[src/rtl/an_code_pkg.sv]
`default_nettype none
// ============================================================================
// Module      : an_code_pkg
// Description : Constants, FSM state type and syndrome lookup for the AN-code
//               (A = 19) single-error decoder.
// Revision    : 1.0  initial release
// ============================================================================
package an_code_pkg;

    localparam int A       = 19;
    localparam int AN_W    = 9;
    localparam int N_W     = 4;
    localparam int C_SYN_W = 5;

    typedef enum logic [1:0] {
        IDLE = 2'd0,
        SYND = 2'd1,
        FIX  = 2'd2,
        RESP = 2'd3
    } state_t;

    // pos = 1 marks a positive-error syndrome (2^i mod A)
    typedef struct packed {
        logic       hit;
        logic       pos;
        logic [3:0] bit_idx;
    } syn_entry_t;

    localparam logic [5:0] C_SYN_LUT [0:31] = '{
        6'h00, 6'h30, 6'h31, 6'h24, 6'h32, 6'h27, 6'h25, 6'h36,
        6'h33, 6'h38, 6'h28, 6'h23, 6'h26, 6'h35, 6'h37, 6'h22,
        6'h34, 6'h21, 6'h20, 6'h00, 6'h00, 6'h00, 6'h00, 6'h00,
        6'h00, 6'h00, 6'h00, 6'h00, 6'h00, 6'h00, 6'h00, 6'h00
    };

endpackage
`default_nettype wire

[src/rtl/an_decode_arbiter_if.sv]
`default_nettype none
// ============================================================================
// Module      : an_decode_arbiter_if
// Description : Request/response bundle between requesters, consumer and the
//               shared AN-code decoder.
// Revision    : 1.0  initial release
// ============================================================================
interface an_decode_arbiter_if #(
    parameter int NUM_REQ = 4,
    parameter int AN_W    = 9,
    parameter int N_W     = 4,
    parameter int ID_W    = 2
);
    logic [NUM_REQ-1:0]      req_valid;
    logic [NUM_REQ*AN_W-1:0] req_an;
    logic [NUM_REQ-1:0]      req_ready;
    logic                    rsp_valid;
    logic                    rsp_ready;
    logic [ID_W-1:0]         rsp_id;
    logic [N_W-1:0]          rsp_n;
    logic                    rsp_corr;
    logic                    rsp_uncorr;

    modport master (
        output req_valid, req_an, rsp_ready,
        input  req_ready, rsp_valid, rsp_id, rsp_n, rsp_corr, rsp_uncorr
    );

    modport slave (
        input  req_valid, req_an, rsp_ready,
        output req_ready, rsp_valid, rsp_id, rsp_n, rsp_corr, rsp_uncorr
    );
endinterface
`default_nettype wire

[src/rtl/an_syndrome_corrector.sv]
`default_nettype none
// ============================================================================
// Module      : an_syndrome_corrector
// Description : Combinational single-bit correction and divide-by-A for one
//               codeword given its syndrome.
// Revision    : 1.0  initial release
// ============================================================================
module an_syndrome_corrector
    import an_code_pkg::*;
(
    input  logic [AN_W-1:0]    i_an_e,
    input  logic [C_SYN_W-1:0] i_syn,
    output logic [AN_W-1:0]    o_an_c,
    output logic [N_W-1:0]     o_n,
    output logic               o_corr,
    output logic               o_uncorr
);
    syn_entry_t      w_ent;
    logic [AN_W-1:0] w_flip;
    logic [AN_W-1:0] w_quot;
    logic            w_bit;

    always_comb begin
        w_ent  = syn_entry_t'(C_SYN_LUT[i_syn]);
        w_flip = '0;
        if (w_ent.hit) begin
            w_flip = AN_W'(1) << w_ent.bit_idx;
        end
        w_bit    = |(i_an_e & w_flip);
        o_an_c   = i_an_e ^ w_flip;
        w_quot   = o_an_c / AN_W'(A);
        o_n      = w_quot[N_W-1:0];
        o_corr   = (i_syn != '0);
        // a positive error must have hit a 1, a negative error a 0
        o_uncorr = (o_corr && !w_ent.hit)
                || (w_ent.hit && (w_bit != w_ent.pos))
                || (w_quot > AN_W'((2 ** N_W) - 1));
    end

endmodule
`default_nettype wire

[src/rtl/an_decode_arbiter.sv]
`default_nettype none
// ============================================================================
// Module      : an_decode_arbiter
// Description : Round-robin arbiter and 4-state sequencer sharing one AN-code
//               decoder. Optional macro ANDEC_STATS_EN adds corr/uncorr counters.
// Revision    : 1.0  initial release
// ============================================================================
module an_decode_arbiter #(
    parameter int NUM_REQ = 4,
    parameter int A       = 19,
    parameter int AN_W    = 9,
    parameter int N_W     = 4,
    parameter int ID_W    = 2
) (
    input  logic                 clk,
    input  logic                 rst_n,
    an_decode_arbiter_if.slave   bus,
    output logic                 busy
`ifdef ANDEC_STATS_EN
    ,
    output logic [15:0]          corr_cnt,
    output logic [15:0]          uncorr_cnt
`endif
);
    import an_code_pkg::*;

    state_t                 r_state;
    state_t                 w_next;
    logic [ID_W-1:0]        r_ptr;
    logic [ID_W-1:0]        r_id;
    logic [AN_W-1:0]        r_an_e;
    logic [C_SYN_W-1:0]     r_syn;
    logic [N_W-1:0]         r_rsp_n;
    logic                   r_rsp_corr;
    logic                   r_rsp_uncorr;

    logic                   w_found;
    logic [ID_W-1:0]        w_gnt_id;
    logic [ID_W-1:0]        w_idx;
    logic [ID_W-1:0]        w_ptr_nxt;
    logic [NUM_REQ-1:0]     w_req_ready;
    logic [AN_W-1:0]        w_sel_an;
    logic                   w_accept;
    logic [AN_W-1:0]        w_an_c;
    logic [N_W-1:0]         w_n;
    logic                   w_corr;
    logic                   w_uncorr;

    // first valid requester at or after the pointer, searching circularly
    always_comb begin
        w_found  = 1'b0;
        w_gnt_id = '0;
        w_idx    = '0;
        for (int k = 0; k < NUM_REQ; k++) begin
            w_idx = ID_W'((int'(r_ptr) + k) % NUM_REQ);
            if (!w_found && bus.req_valid[w_idx]) begin
                w_found  = 1'b1;
                w_gnt_id = w_idx;
            end
        end
    end

    always_comb begin
        w_sel_an = '0;
        for (int k = 0; k < NUM_REQ; k++) begin
            if (w_gnt_id == ID_W'(k)) begin
                w_sel_an = bus.req_an[k*AN_W +: AN_W];
            end
        end
    end

    assign w_ptr_nxt = (w_gnt_id == ID_W'(NUM_REQ - 1)) ? '0 : w_gnt_id + ID_W'(1);
    assign w_accept  = (r_state == IDLE) && w_found;

    always_ff @(posedge clk or negedge rst_n) begin
        if (!rst_n) begin
            r_state <= IDLE;
        end else begin
            r_state <= w_next;
        end
    end

    always_comb begin
        w_next      = r_state;
        w_req_ready = '0;
        busy        = 1'b1;
        case (r_state)
            IDLE: begin
                busy = 1'b0;
                if (w_found) begin
                    w_req_ready = NUM_REQ'(1) << w_gnt_id;
                    w_next      = SYND;
                end
            end
            SYND:    w_next = FIX;
            FIX:     w_next = RESP;
            RESP:    if (bus.rsp_ready) w_next = IDLE;
            default: w_next = IDLE;
        endcase
    end

    an_syndrome_corrector u_corrector (
        .i_an_e   (r_an_e),
        .i_syn    (r_syn),
        .o_an_c   (w_an_c),
        .o_n      (w_n),
        .o_corr   (w_corr),
        .o_uncorr (w_uncorr)
    );

    always_ff @(posedge clk or negedge rst_n) begin
        if (!rst_n) begin
            r_ptr        <= '0;
            r_id         <= '0;
            r_an_e       <= '0;
            r_syn        <= '0;
            r_rsp_n      <= '0;
            r_rsp_corr   <= 1'b0;
            r_rsp_uncorr <= 1'b0;
        end else begin
            if (w_accept) begin
                r_an_e <= w_sel_an;
                r_id   <= w_gnt_id;
                r_ptr  <= w_ptr_nxt;
            end
            if (r_state == SYND) begin
                r_syn <= C_SYN_W'(r_an_e % AN_W'(A));
            end
            if (r_state == FIX) begin
                r_rsp_n      <= w_n;
                r_rsp_corr   <= w_corr;
                r_rsp_uncorr <= w_uncorr;
            end
        end
    end

    assign bus.req_ready  = w_req_ready;
    assign bus.rsp_valid  = (r_state == RESP);
    assign bus.rsp_id     = r_id;
    assign bus.rsp_n      = r_rsp_n;
    assign bus.rsp_corr   = r_rsp_corr;
    assign bus.rsp_uncorr = r_rsp_uncorr;

`ifdef ANDEC_STATS_EN
    logic [15:0] r_corr_cnt;
    logic [15:0] r_uncorr_cnt;
    logic        w_rsp_hs;

    assign w_rsp_hs = (r_state == RESP) && bus.rsp_ready;

    // saturating event counters, updated on each response handshake
    always_ff @(posedge clk or negedge rst_n) begin
        if (!rst_n) begin
            r_corr_cnt   <= '0;
            r_uncorr_cnt <= '0;
        end else begin
            if (w_rsp_hs && r_rsp_corr && (r_corr_cnt != 16'hFFFF)) begin
                r_corr_cnt <= r_corr_cnt + 16'd1;
            end
            if (w_rsp_hs && r_rsp_uncorr && (r_uncorr_cnt != 16'hFFFF)) begin
                r_uncorr_cnt <= r_uncorr_cnt + 16'd1;
            end
        end
    end

    assign corr_cnt   = r_corr_cnt;
    assign uncorr_cnt = r_uncorr_cnt;
`endif

    // w_an_c is kept for visibility of the corrected codeword
    logic w_unused;
    assign w_unused = ^w_an_c;

endmodule
`default_nettype wire
[src/flat_wrapper.sv]
// flat-port wrapper written by rule: the top's interface ports become plain ports
module an_decode_arbiter_flat import an_code_pkg::*;
#(
    parameter int NUM_REQ = 4,
    parameter int A       = 19,
    parameter int AN_W    = 9,
    parameter int N_W     = 4,
    parameter int ID_W    = 2
)
  (clk, rst_n, busy, bus_req_valid, bus_req_an, bus_rsp_ready, bus_req_ready, bus_rsp_valid, bus_rsp_id, bus_rsp_n, bus_rsp_corr, bus_rsp_uncorr);
  an_decode_arbiter_if #(.NUM_REQ(NUM_REQ), .AN_W(AN_W), .N_W(N_W), .ID_W(ID_W)) bus_i ();
  input  logic clk;
  input  logic rst_n;
  output logic busy;
  input wire logic [$bits(bus_i.req_valid)-1:0] bus_req_valid;
  input wire logic [$bits(bus_i.req_an)-1:0] bus_req_an;
  input wire logic [$bits(bus_i.rsp_ready)-1:0] bus_rsp_ready;
  output wire logic [$bits(bus_i.req_ready)-1:0] bus_req_ready;
  output wire logic [$bits(bus_i.rsp_valid)-1:0] bus_rsp_valid;
  output wire logic [$bits(bus_i.rsp_id)-1:0] bus_rsp_id;
  output wire logic [$bits(bus_i.rsp_n)-1:0] bus_rsp_n;
  output wire logic [$bits(bus_i.rsp_corr)-1:0] bus_rsp_corr;
  output wire logic [$bits(bus_i.rsp_uncorr)-1:0] bus_rsp_uncorr;
  assign bus_i.req_valid = bus_req_valid;
  assign bus_i.req_an = bus_req_an;
  assign bus_i.rsp_ready = bus_rsp_ready;
  assign bus_req_ready = bus_i.req_ready;
  assign bus_rsp_valid = bus_i.rsp_valid;
  assign bus_rsp_id = bus_i.rsp_id;
  assign bus_rsp_n = bus_i.rsp_n;
  assign bus_rsp_corr = bus_i.rsp_corr;
  assign bus_rsp_uncorr = bus_i.rsp_uncorr;
  an_decode_arbiter #(.NUM_REQ(NUM_REQ), .A(A), .AN_W(AN_W), .N_W(N_W), .ID_W(ID_W)) u_core (.clk(clk), .rst_n(rst_n), .bus(bus_i), .busy(busy));
endmodule
[config.mk]
export PLATFORM = sky130hd
export DESIGN_NAME = an_decode_arbiter_flat
export DESIGN_NICKNAME = d
export VERILOG_FILES = /design/src/rtl/an_code_pkg.sv /design/src/rtl/an_decode_arbiter_if.sv /design/src/rtl/an_syndrome_corrector.sv /design/src/rtl/an_decode_arbiter.sv /design/src/flat_wrapper.sv
export SDC_FILE = /design/constraint.sdc
export NUM_CORES = 1
export LEC_CHECK = 0
export CORE_MARGIN = 2
export CORE_UTILIZATION = 52
export CTS_CLUSTER_DIAMETER = 100
export DETAILED_ROUTE_END_ITERATION = 7
export PLACE_DENSITY = 0.9
export SKIP_CTS_REPAIR_TIMING = 1
export SLEW_MARGIN = 10
export SYNTH_ARGS = -nofsm -noshare
export SYNTH_HDL_FRONTEND = slang
export SYNTH_SLANG_ARGS = --single-unit
[constraint.sdc]
create_clock -name clk -period 6.2 [get_ports clk]
set_clock_uncertainty 0.1 [all_clocks]
set_input_delay 1.55 -clock clk [delete_from_list [all_inputs] [get_ports clk]]
set_output_delay 1.55 -clock clk [all_outputs]
set_load 0.02 [all_outputs]
Word-level counts from Yosys, hierarchy flattened. Memories as Yosys holds them, arrays and structs flattened. Cells that the tools add are included.

Flip-flop bits (word level): 26. Bits in read-only memories: 192. Output and inout port bits: 14. Word-level logic and storage cells: 82. Memories: 1.

Memory list: (name not given) (depth 32, bits a word 6, rd ports 1, clocked after Yosys merged registers in 0, write ports 0, line an_syndrome_corrector.sv:24) `w_ent = syn_entry_t'(C_SYN_LUT[i_syn]);`.

Add/subtract/negate cells: 4. Divide/modulo/power cells: 2. $lt $le $gt $ge: 6. Eq/ne operators: 9. Shift-type cells: 2. Multiplexer cells: 30. Bitwise operators: 3. Reductions and logical operators: 17.

Operators by type and width (count): two-way mux 9 bit (5); two-way mux 2 bit (7); less-than comparator 2 x 3 -> 1 bit, second input constant (4); two-way mux 6 bit (2); AND 9 bit (1); divider 9 x 5 -> 9 bit, second input constant (1); greater-than comparator 9 x 4 -> 1 bit, second input constant (1); modulo 9 x 5 -> 9 bit, second input constant (1); two-way mux 1 bit (9); OR reduction 9 bit (1); left shift 1 x 4 -> 9 bit, first input constant (1); bitwise XOR 9 bit (1); binary-select mux 1 bit (select 2 bit) (4); equality test 2 bit, second input constant (4); two-way mux 4 bit (2); one-hot mux 2 bit (4 select lines) (1); >= comparator 6 bit, second input constant (1); logical AND 1 bit (6); NOT 5 -> 6 bit (1); nonzero test 5 bit (1); adder 2 x 1 -> 2 bit, second input constant (2); adder 2 bit, second input constant (2); equality test 2 x 1 -> 1 bit, second input constant (2); zero test 1 bit (4); other kinds (7) (9).

Depth between registers and ports, before layout. Gate-level depths: netlist of the first run.

Word-level depth: 17. Depth in mapped cells: 27. Mapped depth without buffers: 26.

By module. From an unflattened synthesis of the first run, not the netlist that was laid out.

Cells, all modules: 601. Area total of the unflattened synthesis: 4441.8 µm².

Modules (own cells, without submodules): an_decode_arbiter (times used 1, cells an instance 345, area each 2768.9 µm², sequential area each 650.6 µm²); an_syndrome_corrector (times used 1, cells an instance 256, area each 1672.9 µm², sequential area each 0.0 µm²).

Worst setup path before layout of the first run. Ideal clock, no wire load.

Path kind: flip-flop to flip-flop. Start point: register u_core.r_syn[0]. End point: register u_core.r_rsp_n[0] (netlist: u_core.bus.rsp_n[0]). Arrival time: 5913 ps. Path slack: 105 ps. Stages on the path, launching flop included: 24. Clock period less this slack: 6095 ps. Path through: dfrtp_1 -> inv_1 -> ha_1 -> a221oi_1 -> nor2_1 -> a31oi_1 -> o21ai_0 -> nor2_1 -> ha_1 -> ha_1 -> or4b_1 -> o32ai_2 -> o21a_2 -> mux2i_1 -> nand2_1 -> o211a_2 -> o41ai_4 -> xnor2_1 -> ha_1 -> o32ai_1 -> mux2i_1 -> o31ai_1 -> a31o_2 -> a31oi_1.

Word-level cells in the longest chain between the ends: 8.

RTL lines: start, declared (line an_decode_arbiter.sv:32) `logic [C_SYN_W-1:0] r_syn;`; start signal, assigned (line an_decode_arbiter.sv:127) `r_syn <= C_SYN_W'(r_an_e % AN_W'(A));`; NOT 5 -> 6 bit (not written as such) * (line an_syndrome_corrector.sv:24); memory read (32 x 6 bit) *; two-way mux 6 bit (not written as such) * (2 in a row) (line an_syndrome_corrector.sv:24); left shift 1 x 4 -> 9 bit (line an_syndrome_corrector.sv:27) `w_flip = AN_W'(1) << w_ent.bit_idx;`; two-way mux 9 bit * (line an_syndrome_corrector.sv:26) `if (w_ent.hit) begin`; bitwise XOR 9 bit * (line an_syndrome_corrector.sv:30) `o_an_c = i_an_e ^ w_flip;`; divider 9 x 5 -> 9 bit * (line an_syndrome_corrector.sv:31) `w_quot = o_an_c / AN_W'(A);`; end signal, assigned (line an_decode_arbiter.sv:130) `r_rsp_n <= w_n;`; end, declared (line an_decode_arbiter.sv:33) `logic [N_W-1:0] r_rsp_n;`.

Every way passes the cells marked *; elsewhere a longest branch is shown, timed or not. The select of a mux whose other input is x is not followed. A chain may end at the register's enable or synchronous reset.

Worst setup path after layout of the first run. Ends and elaborated chain as after synthesis.

==> impl_metrics.toml, run 1 <==
[outcome]
run_status = "complete, no violations"

[logic_synthesis]
synth_simple_gate_area_frac = 0.269
synth_cells = 565
synth_top_family_by_area = "compound AO/OA/AOI/OAI gates"
synth-compound-area-share = 0.348
synth_ff_type = "dfrtp_1"
synth-seq-area-share = 0.153
synth.avg_cell_area_um2 = 7.51
yosysWarnings = 0
async_reset_ff_frac = 1.00
yosys-mux-area-fraction = 0.0537
adder_cell_share_of_the_synthesized_area = 0.103
ys_types = 87
synth-edff-count = 0
post_synth_instance_area_mm2 = 0.00424
post_synth_xor_area_fraction = 0.0227
postSynthRegisterBits = 26
synth_fp_nets = 642

[placement]
dpl.hpwl_um = 9280
global_placement_routability_congestion = 0.943
post-place-cells = 714
io_buffer_count = 56

[cells_and_area]
fin_cells = 728
antenna_cells = 0
num-nets-final = 704
syn2layout_area_growth_pct = 21.4
drive_gt1_frac = 0.121

[worst_setup_path]
cp.arrival_ns = 6.19
crit_fanout = 9
setup.worst_path.class = "reg -> reg"
cp-start-kind = "flip-flop"
cp.required_ns = 6.30
critical_path.endpoint_type = "flip-flop"

[global_routing]
grt_pass1_vias = 4306
antenna_found_initial = 0
globalRoute.totalOverflow = 0
grt.total_usage = 0.269
grt_pass1_wl_um = 19900
grt_start_max_net_pins = 31

[sta]
final-max-slew-violation-count = 0
finalHoldViolCount = 0
final.min_clock_period_ns = 6.09
final.setup.tns_ns = 0
timing.slew.headroom = 0.516
final-setup-viol-count = 0
min_period_over_period = 0.983
max_freq_mhz = 164
worst_slew_pin_slew_ns = 0.725

[cts]
clk_pin_slew_worst_paths_ns = 0.11
ctsHtreeMaxLevel = 1
cts.sink_count = 26
cts_tree = "done"
cts-buffers-inserted = 3
cts_max_path_buffers = 2
worst_skew_pair.late_latency_ns = 0.28
clock-root-buffer = "clkbuf_8"

[detailed_routing]
detailroute.via_count = 4736
drc = 0
wl_um = 12300
dr.first_iter.drc_count = 371
final_antenna_net_count = 0
post_drt_wl_per_cell_um = 16.9
drt_pass1_iterations = 5
detail_route.vias_per_cell = 6.51

[min_path]
tightest_hold_check_type = "reg -> reg"

[die]
initial_utilization = 0.543
core_area_mm2 = 0.00781
die_footprint_mm2 = 0.00890
dieHeight_um = 94.3
dieWidth_um = 94.3
io_pins = 57
row_count = 32

[run]
max_cap_viol_count = 0
metal layers:
metal / share of wire / GRT usage
met3: 0.070 / 0.0433
met5: 0 / 0
met1: 0.43 / 0.350
met4: 0.020 / 0.0411
met2: 0.48 / 0.477
final timing paths:
| path | end | depth (start not counted) | from | slack, ns |
|---|---|---|---|---|
| max | u_core.bus.rsp_n[0] | 27 | u_core.r_syn[0] | 0.11 |
| min | u_core.bus.rsp_id[0] | 2 | u_core.bus.rsp_id[0] | 0.41 |
| max reg2reg | u_core.bus.rsp_n[0] | 27 | u_core.r_syn[0] | 0.11 |
| min reg2reg | u_core.bus.rsp_id[0] | 2 | u_core.bus.rsp_id[0] | 0.41 |
| max in group asynchronous | u_core.r_syn[1] | 2 | rst_n | 4.18 |
| min in group asynchronous | u_core.r_syn[2] | 2 | rst_n | 1.54 |
worst max-delay path, stage by stage (launching register included):
cell and delay [ns]:
dfrtp_2 0.46, inv_2 0.11, ha_2 0.32, a221oi_2 0.31
nor2_1 0.08, a31oi_2 0.27, o21ai_1 0.16, nor2_1 0.19
ha_1 0.23, ha_4 0.17, or4b_4 0.47, o32ai_4 0.27
o21a_2 0.22, mux2i_1 0.22, buf_4 0.19, nand2_1 0.09
o211a_2 0.31, o41ai_4 0.38, xnor2_1 0.11, ha_2 0.21
nor2_1 0.12, nand4_1 0.10, o32ai_1 0.12, buf_4 0.17
mux2i_1 0.19, o31ai_1 0.09, a31o_2 0.20, a31oi_1 0.15
cell usage in the layout, fill, tap and decap left out, types with 4 or more instances in the layout:
cell type,count
nor4_1,7
nand2_1,48
a21oi_1,39
dfrtp_1,24
o22ai_1,4
nor3b_1,6
mux2i_1,16
nand3_1,12
and2_1,5
a211o_1,4
o21ai_0,45
xnor2_1,7
ha_1,30
nand3b_1,4
nor3_1,14
a221o_1,13
buf_4,29
o211ai_1,9
a211oi_1,5
a31oi_1,13
clkdlybuf4s50_1,56
nand4b_1,4
inv_1,21
and3_1,8
nand4_1,5
nor2_1,59
o31ai_1,4
a21o_1,6
nand2b_1,12
or3_1,11
nor2b_1,9
xor2_1,4
cell families after synthesis:
kind of cell / count (synthesis)
buffers and inverters: 51
multiplexers: 21
adder cells (fa/ha/maj): 35
flip-flops: 26
AO/OA/AOI/OAI: 202
XOR/XNOR: 11
AND/OR/NAND/NOR: 219
sequential cells by signal, indices dropped and copies added (netlist names):
register	cells
u_core.bus.rsp_corr	1
u_core.r_syn	5
u_core.r_ptr	2
u_core.r_state	2
u_core.r_an_e	9
u_core.bus.rsp_uncorr	1
u_core.bus.rsp_id	2
u_core.bus.rsp_n	4
cell usage after synthesis, types with 3 or more instances:
cell | count | area share
o31ai_1 | 4 | 0.0071
nor4_1 | 7 | 0.010
xnor2_1 | 7 | 0.014
nand2_1 | 48 | 0.042
nand4b_1 | 4 | 0.0083
inv_1 | 23 | 0.020
o32ai_1 | 3 | 0.0062
and2_1 | 5 | 0.0074
a221o_1 | 13 | 0.031
a211oi_1 | 5 | 0.0089
a21boi_0 | 3 | 0.0053
clkbuf_1 | 20 | 0.018
a32oi_1 | 3 | 0.0062
nor3_1 | 14 | 0.017
o21a_1 | 3 | 0.0053
a211o_1 | 4 | 0.0083
a21o_1 | 6 | 0.011
or3_1 | 11 | 0.016
nand4_1 | 5 | 0.0074
dfrtp_1 | 26 | 0.15
nand3_1 | 12 | 0.014
nor3b_1 | 6 | 0.011
nor2b_1 | 9 | 0.013
ha_1 | 34 | 0.10
a221oi_1 | 4 | 0.0083
a31oi_1 | 14 | 0.021
o21ai_0 | 46 | 0.054
mux2_2 | 3 | 0.0080
o211ai_1 | 9 | 0.016
xor2_1 | 4 | 0.0083
and3_1 | 8 | 0.012
a21oi_1 | 40 | 0.047
nor2_1 | 59 | 0.052
buf_2 | 3 | 0.0035
o21bai_1 | 3 | 0.0053
nand2b_1 | 12 | 0.018
mux2i_1 | 16 | 0.038
nand3b_1 | 4 | 0.0071
o22ai_1 | 4 | 0.0059
metrics by stage:
step                instance area [um2]  setup WS (ns)  hold slack [ns]   util
floorplan                          4240          0.105            0.371      -
global placement                   4950          0.281            0.363  0.634
detailed placement                 4950         0.0358            0.383  0.634
CTS                                5020        -0.0272            0.411  0.643
global route                       5150         -0.203            0.430  0.659
finish                             5150          0.107            0.411  0.659
area by class of cell:
cell class                 count  area (um2)
inverter                      23        86.3
multi-input combinational    488        3430
clock buffer                   3        41.3
tap                          102         128
fill                         638        2660
sequential                    26         653
timing repair buffer          85         778
clock inverter                 1        30.0
Power of run 1 is not shown: default switching activity piles up to over one toggle a cycle in this logic, so the estimate is an artifact.
==> inputs of run 2 (changes only) <==
--- a/config.mk
+++ b/config.mk
@@ -10,6 +10,7 @@
 export CTS_CLUSTER_DIAMETER = 100
 export DETAILED_ROUTE_END_ITERATION = 7
 export PLACE_DENSITY = 0.9
+export SETUP_SLACK_MARGIN = 0.3
 export SKIP_CTS_REPAIR_TIMING = 1
 export SLEW_MARGIN = 10
 export SYNTH_ARGS = -nofsm -noshare
==> run 2 against run 1 <==
Effect of this change: the flow now finishes with violations (setup timing); maximum frequency decreased by 3.9%; core utilization increased by 2.4 points; clock-buffer cell count unchanged; critical path depth decreased by 2; cell area increased by 3.6%; critical path type unchanged; highest routed layer unchanged.
==> impl_metrics.toml, run 2 (synthesis results as in run 1) <==
[die]
core_area_mm2 = 0.00781
dieHeight_um = 94.3
die_footprint_mm2 = 0.00890
initial_utilization = 0.543
dieWidth_um = 94.3
row_count = 32
io_pins = 57

[cts]
worst_skew_pair.late_latency_ns = 0.30
cts_max_path_buffers = 2
cts-buffers-inserted = 3
clk_pin_slew_worst_paths_ns = 0.11
cts.sink_count = 26
clock-root-buffer = "clkbuf_8"
ctsHtreeMaxLevel = 1
cts_tree = "done"

[cells_and_area]
num-nets-final = 714
final.fill_count = 596
multi_input_area_mm2 = 0.00352
drive_gt1_frac = 0.148
largest_register = "u_core.r_an_e"
antenna_cells = 0
final_common_cell = "nor2_1"
syn2layout_area_growth_pct = 25.8
layout.area.seq_um2 = 654
most-common-layout-cells = "58 x nor2_1, 56 x clkdlybuf4s50_1, 47 x nand2_1"
largest_register_ffs = 9

[outcome]
run_status = "finished, violations left"
violations = "setup timing"

[detailed_routing]
drt_pass1_iterations = 6
final_antenna_net_count = 0
post_drt_wl_per_cell_um = 18.3
drc = 0
detail_route.vias_per_cell = 6.77
wl_um = 13500
dr.first_iter.drc_count = 523
detailroute.via_count = 4998

[placement]
global_placement_routability_congestion = 1.01
io_buffer_count = 56
dpl.hpwl_um = 9310

[global_routing]
grt_start_max_net_pins = 27
grt_pass1_wl_um = 19900
grt_pass1_vias = 4380
globalRoute.totalOverflow = 0
grt.total_usage = 0.271
antenna_found_initial = 0

[min_path]
tightest_hold_check_type = "reg -> reg"
worstHoldStart = "u_core.bus.rsp_id[1]"

[worst_setup_path]
worst_setup_path_startpoint = "u_core.r_syn[1]"
crit-reg2reg-capture = "u_core.bus.rsp_n[0]"
setup.worst_path.class = "reg -> reg"
cp-start-kind = "flip-flop"
cp.required_ns = 6.31
crit_fanout = 4
r2r_cells = 25
regToRegSetupSlack_ns = -0.14
cp-endpoint = "u_core.bus.rsp_n[0]"
critical_path.endpoint_type = "flip-flop"
cp.arrival_ns = 6.45
timing.rr.start = "u_core.r_syn[1]"

[sta]
final.setup.tns_ns = -0.138
min_period_over_period = 1.02
worst_slew_pin_slew_ns = 0.749
timing.slew.headroom = 0.500
max_freq_mhz = 158
final.setup.worst_slack_ns = -0.138
finalHoldViolCount = 0
final.min_clock_period_ns = 6.34
final-setup-viol-count = 1
rsz_0062_raised_after_global_routing = "true"
final-max-slew-violation-count = 0

[run]
max_cap_viol_count = 0
-- run 2: cell count changes in the layout (fill, tap and decap cells not counted), moves of 2 or more --
cell	delta
buf_4	+8
inv_2	-2
inv_4	+2
mux2i_1	-2
-- run 2: through the flow --
stage	std cells	area (um2)	utilization	setup slack, ns	hold WS [ns]
after floorplan	565	4250	-	0.315	0.371
after global placement	710	4930	0.631	0.244	0.362
after detailed placement	710	4930	0.631	-0.185	0.388
after CTS	714	5000	0.640	-0.310	0.412
after global routing	738	5340	0.683	-0.330	0.450
final	738	5340	0.683	-0.138	0.397
-- run 2: critical path, cell delays in order, from the launching register on --
cell      delay (ns)
dfrtp_2         0.47
buf_4           0.16
ha_1            0.21
a221oi_2        0.31
nor2_1          0.10
a31oi_2         0.23
o21ai_1         0.17
nor2_1          0.23
ha_1            0.30
ha_4            0.18
or4b_4          0.47
o32ai_4         0.38
o21ai_2         0.18
mux2i_2         0.36
o211ai_1        0.23
and3_4          0.26
o41ai_4         0.40
xnor2_1         0.14
ha_2            0.24
nor2_1          0.10
nand4_1         0.15
o32ai_4         0.21
mux2i_1         0.24
o31ai_1         0.09
a31o_2          0.21
a31oi_1         0.13
-- run 2: layer usage --
metal	GRT usage	share of wire
met1	0.342	0.40
met2	0.486	0.48
met3	0.0417	0.086
met4	0.0592	0.037
met5	0	0
-- run 2: worst min path at each step --
| stage | end | slack [ns] | depth (start not counted) |
|---|---|---|---|
| floorplan | u_core.r_ptr[0] | 0.37 | 2 |
| global placement | u_core.bus.rsp_id[1] | 0.36 | 2 |
| detailed placement | u_core.bus.rsp_id[0] | 0.39 | 2 |
| CTS | u_core.bus.rsp_id[1] | 0.41 | 2 |
| global route | u_core.bus.rsp_id[1] | 0.45 | 2 |
| finish | u_core.bus.rsp_id[1] | 0.40 | 2 |
-- run 2: cell type report --
| cell class | count | area share |
|---|---|---|
| clock buffer | 3 | 0.00774 |
| inverter | 23 | 0.0171 |
| multi-input combinational | 488 | 0.660 |
| timing repair buffer | 95 | 0.163 |
| clock inverter | 1 | 0.00563 |
| tap | 102 | 0.0239 |
| sequential | 26 | 0.123 |
Power of run 2 is left out for the same reason.
==> inputs of run 3 (changes only) <==
--- a/config.mk
+++ b/config.mk
@@ -6,10 +6,10 @@
 export NUM_CORES = 1
 export LEC_CHECK = 0
 export CORE_MARGIN = 2
-export CORE_UTILIZATION = 52
+export CORE_UTILIZATION = 55
 export CTS_CLUSTER_DIAMETER = 100
 export DETAILED_ROUTE_END_ITERATION = 7
-export PLACE_DENSITY = 0.9
+export PLACE_DENSITY = 0.91
 export SETUP_SLACK_MARGIN = 0.3
 export SKIP_CTS_REPAIR_TIMING = 1
 export SLEW_MARGIN = 10
==> constraint.sdc (replaced) <==
create_clock -name clk -period 7.5 [get_ports clk]
set_clock_uncertainty 0.1 [all_clocks]
set_input_delay 1.875 -clock clk [delete_from_list [all_inputs] [get_ports clk]]
set_output_delay 1.875 -clock clk [all_outputs]
set_load 0.02 [all_outputs]
==> run 3 against run 2 <==
Effect of this change: the flow now finishes without violations; core utilization decreased by 3.8 points; die area decreased by 5.2%; hold slack gained 0.037 ns; via count is 6.9% lower; sequential cell count unchanged; register-to-register slack improved by 0.80 ns; clock-buffer cell count is the same; maximum frequency down 7.3%; critical endpoint unchanged.
==> impl_metrics.toml, run 3 (synthesis results as in run 1) <==
[outcome]
run_status = "complete, no violations"

[die]
dieHeight_um = 91.8
core_area_mm2 = 0.00761
dieWidth_um = 91.8
io_pins = 57
die_footprint_mm2 = 0.00843
initial_utilization = 0.558
row_count = 32

[cts]
clock-root-buffer = "clkbuf_8"
clk_pin_slew_worst_paths_ns = 0.10
cts_tree = "done"
worst_skew_pair.late_latency_ns = 0.29
ctsHtreeMaxLevel = 1
cts_max_path_buffers = 2
cts-buffers-inserted = 3
cts.sink_count = 26

[worst_setup_path]
cp_slowest_stage_delay_ns = 0.59
cp.required_ns = 7.62
critical_path.endpoint_type = "flip-flop"
setup.worst_path.class = "reg -> reg"
crit_fanout = 9
timing.critical_path.slowest_stage_cell = "o41ai_4"
cp.arrival_ns = 6.96
cp-start-kind = "flip-flop"

[detailed_routing]
post_drt_wl_per_cell_um = 16.9
dr.first_iter.drc_count = 401
wl_um = 11800
drt_pass1_iterations = 5
final_antenna_net_count = 0
detail_route.vias_per_cell = 6.64
drc = 0
detailroute.via_count = 4652

[cells_and_area]
largest_register = "u_core.r_an_e"
most-common-layout-cells = "59 x nor2_1, 56 x clkdlybuf4s50_1, 48 x nand2_1"
num-nets-final = 677
syn2layout_area_growth_pct = 15.8
largest_register_ffs = 9
final_common_cell = "nor2_1"
drive_gt1_frac = 0.0651
antenna_cells = 0

[sta]
min_period_over_period = 0.912
final.min_clock_period_ns = 6.84
finalHoldViolCount = 0
worst_slew_pin_slew_ns = 0.678
max_freq_mhz = 146
timing.slew.headroom = 0.544
rsz_0062_raised_after_global_routing = "false"
final-setup-viol-count = 0
final-max-slew-violation-count = 0
final.setup.tns_ns = 0

[min_path]
tightest_hold_check_type = "reg -> reg"

[global_routing]
grt_pass1_wl_um = 20000
antenna_found_initial = 0
grt_pass1_vias = 4340
globalRoute.totalOverflow = 0
grt_start_max_net_pins = 31
grt.total_usage = 0.276

[placement]
global_placement_routability_congestion = 1.03
io_buffer_count = 56
dpl.hpwl_um = 8900

[run]
max_cap_viol_count = 0
-- run 3: changes by cell type in the layout (fill, tap and decap cells not counted), sizes merged --
cell	previous run	this run
buf	39	2
-- run 3: worst max-delay path, delay by kind of cell (launching register included) --
kind / cells / cell delay [ns]
compound gates: 11 / 2.99
fa+ha+maj: 4 / 1.15
xor+xnor: 1 / 0.12
flops: 1 / 0.46
simple gates: 7 / 1.21
mux: 2 / 0.60
buf+inv: 1 / 0.15
-- run 3: worst paths after layout --
path	cells past startpoint	start	slack, ns	to
min in group asynchronous	2	rst_n	1.87	u_core.r_syn[3]
setup reg to reg	26	u_core.r_syn[1]	0.66	u_core.bus.rsp_n[0]
hold / removal	2	u_core.bus.rsp_id[0]	0.43	u_core.bus.rsp_id[0]
max in group asynchronous	2	rst_n	5.16	u_core.r_an_e[2]
setup / recovery	26	u_core.r_syn[1]	0.66	u_core.bus.rsp_n[0]
hold reg to reg	2	u_core.bus.rsp_id[0]	0.43	u_core.bus.rsp_id[0]
-- run 3: area by class of cell --
type / count / area (um2)
well taps: 102 / 128
inverters: 23 / 86.3
multi-input cells: 488 / 3400
fillers: 636 / 2700
clock buffers: 3 / 41.3
flip-flops and latches: 26 / 651
clock inverters: 1 / 30.0
repair buffers: 58 / 576
-- run 3: through the flow --
step / utilization / hold slack (ns) / worst slack [ns] / area (um2) / instances
2_1_floorplan: - / 0.371 / 1.40 / 4240 / 565
3_3_place_gp: 0.634 / 0.378 / 0.967 / 4820 / 697
3_5_place_dp: 0.634 / 0.391 / 0.563 / 4820 / 697
4_1_cts: 0.643 / 0.432 / 0.456 / 4890 / 701
5_1_grt: 0.646 / 0.445 / 0.367 / 4910 / 701
6_report: 0.646 / 0.434 / 0.660 / 4910 / 701
-- run 3: routing by layer --
| layer | vias to the layer above | global-route usage | part of all wire |
|---|---|---|---|
| met5 | - | 0 | 0 |
| met4 | 0 | 0.0410 | 0.012 |
| met3 | 27 | 0.0362 | 0.069 |
| met2 | 234 | 0.489 | 0.48 |
| met1 | 2176 | 0.367 | 0.44 |
| li1 | 2215 | - | - |
Power of run 3 is left out for the same reason.
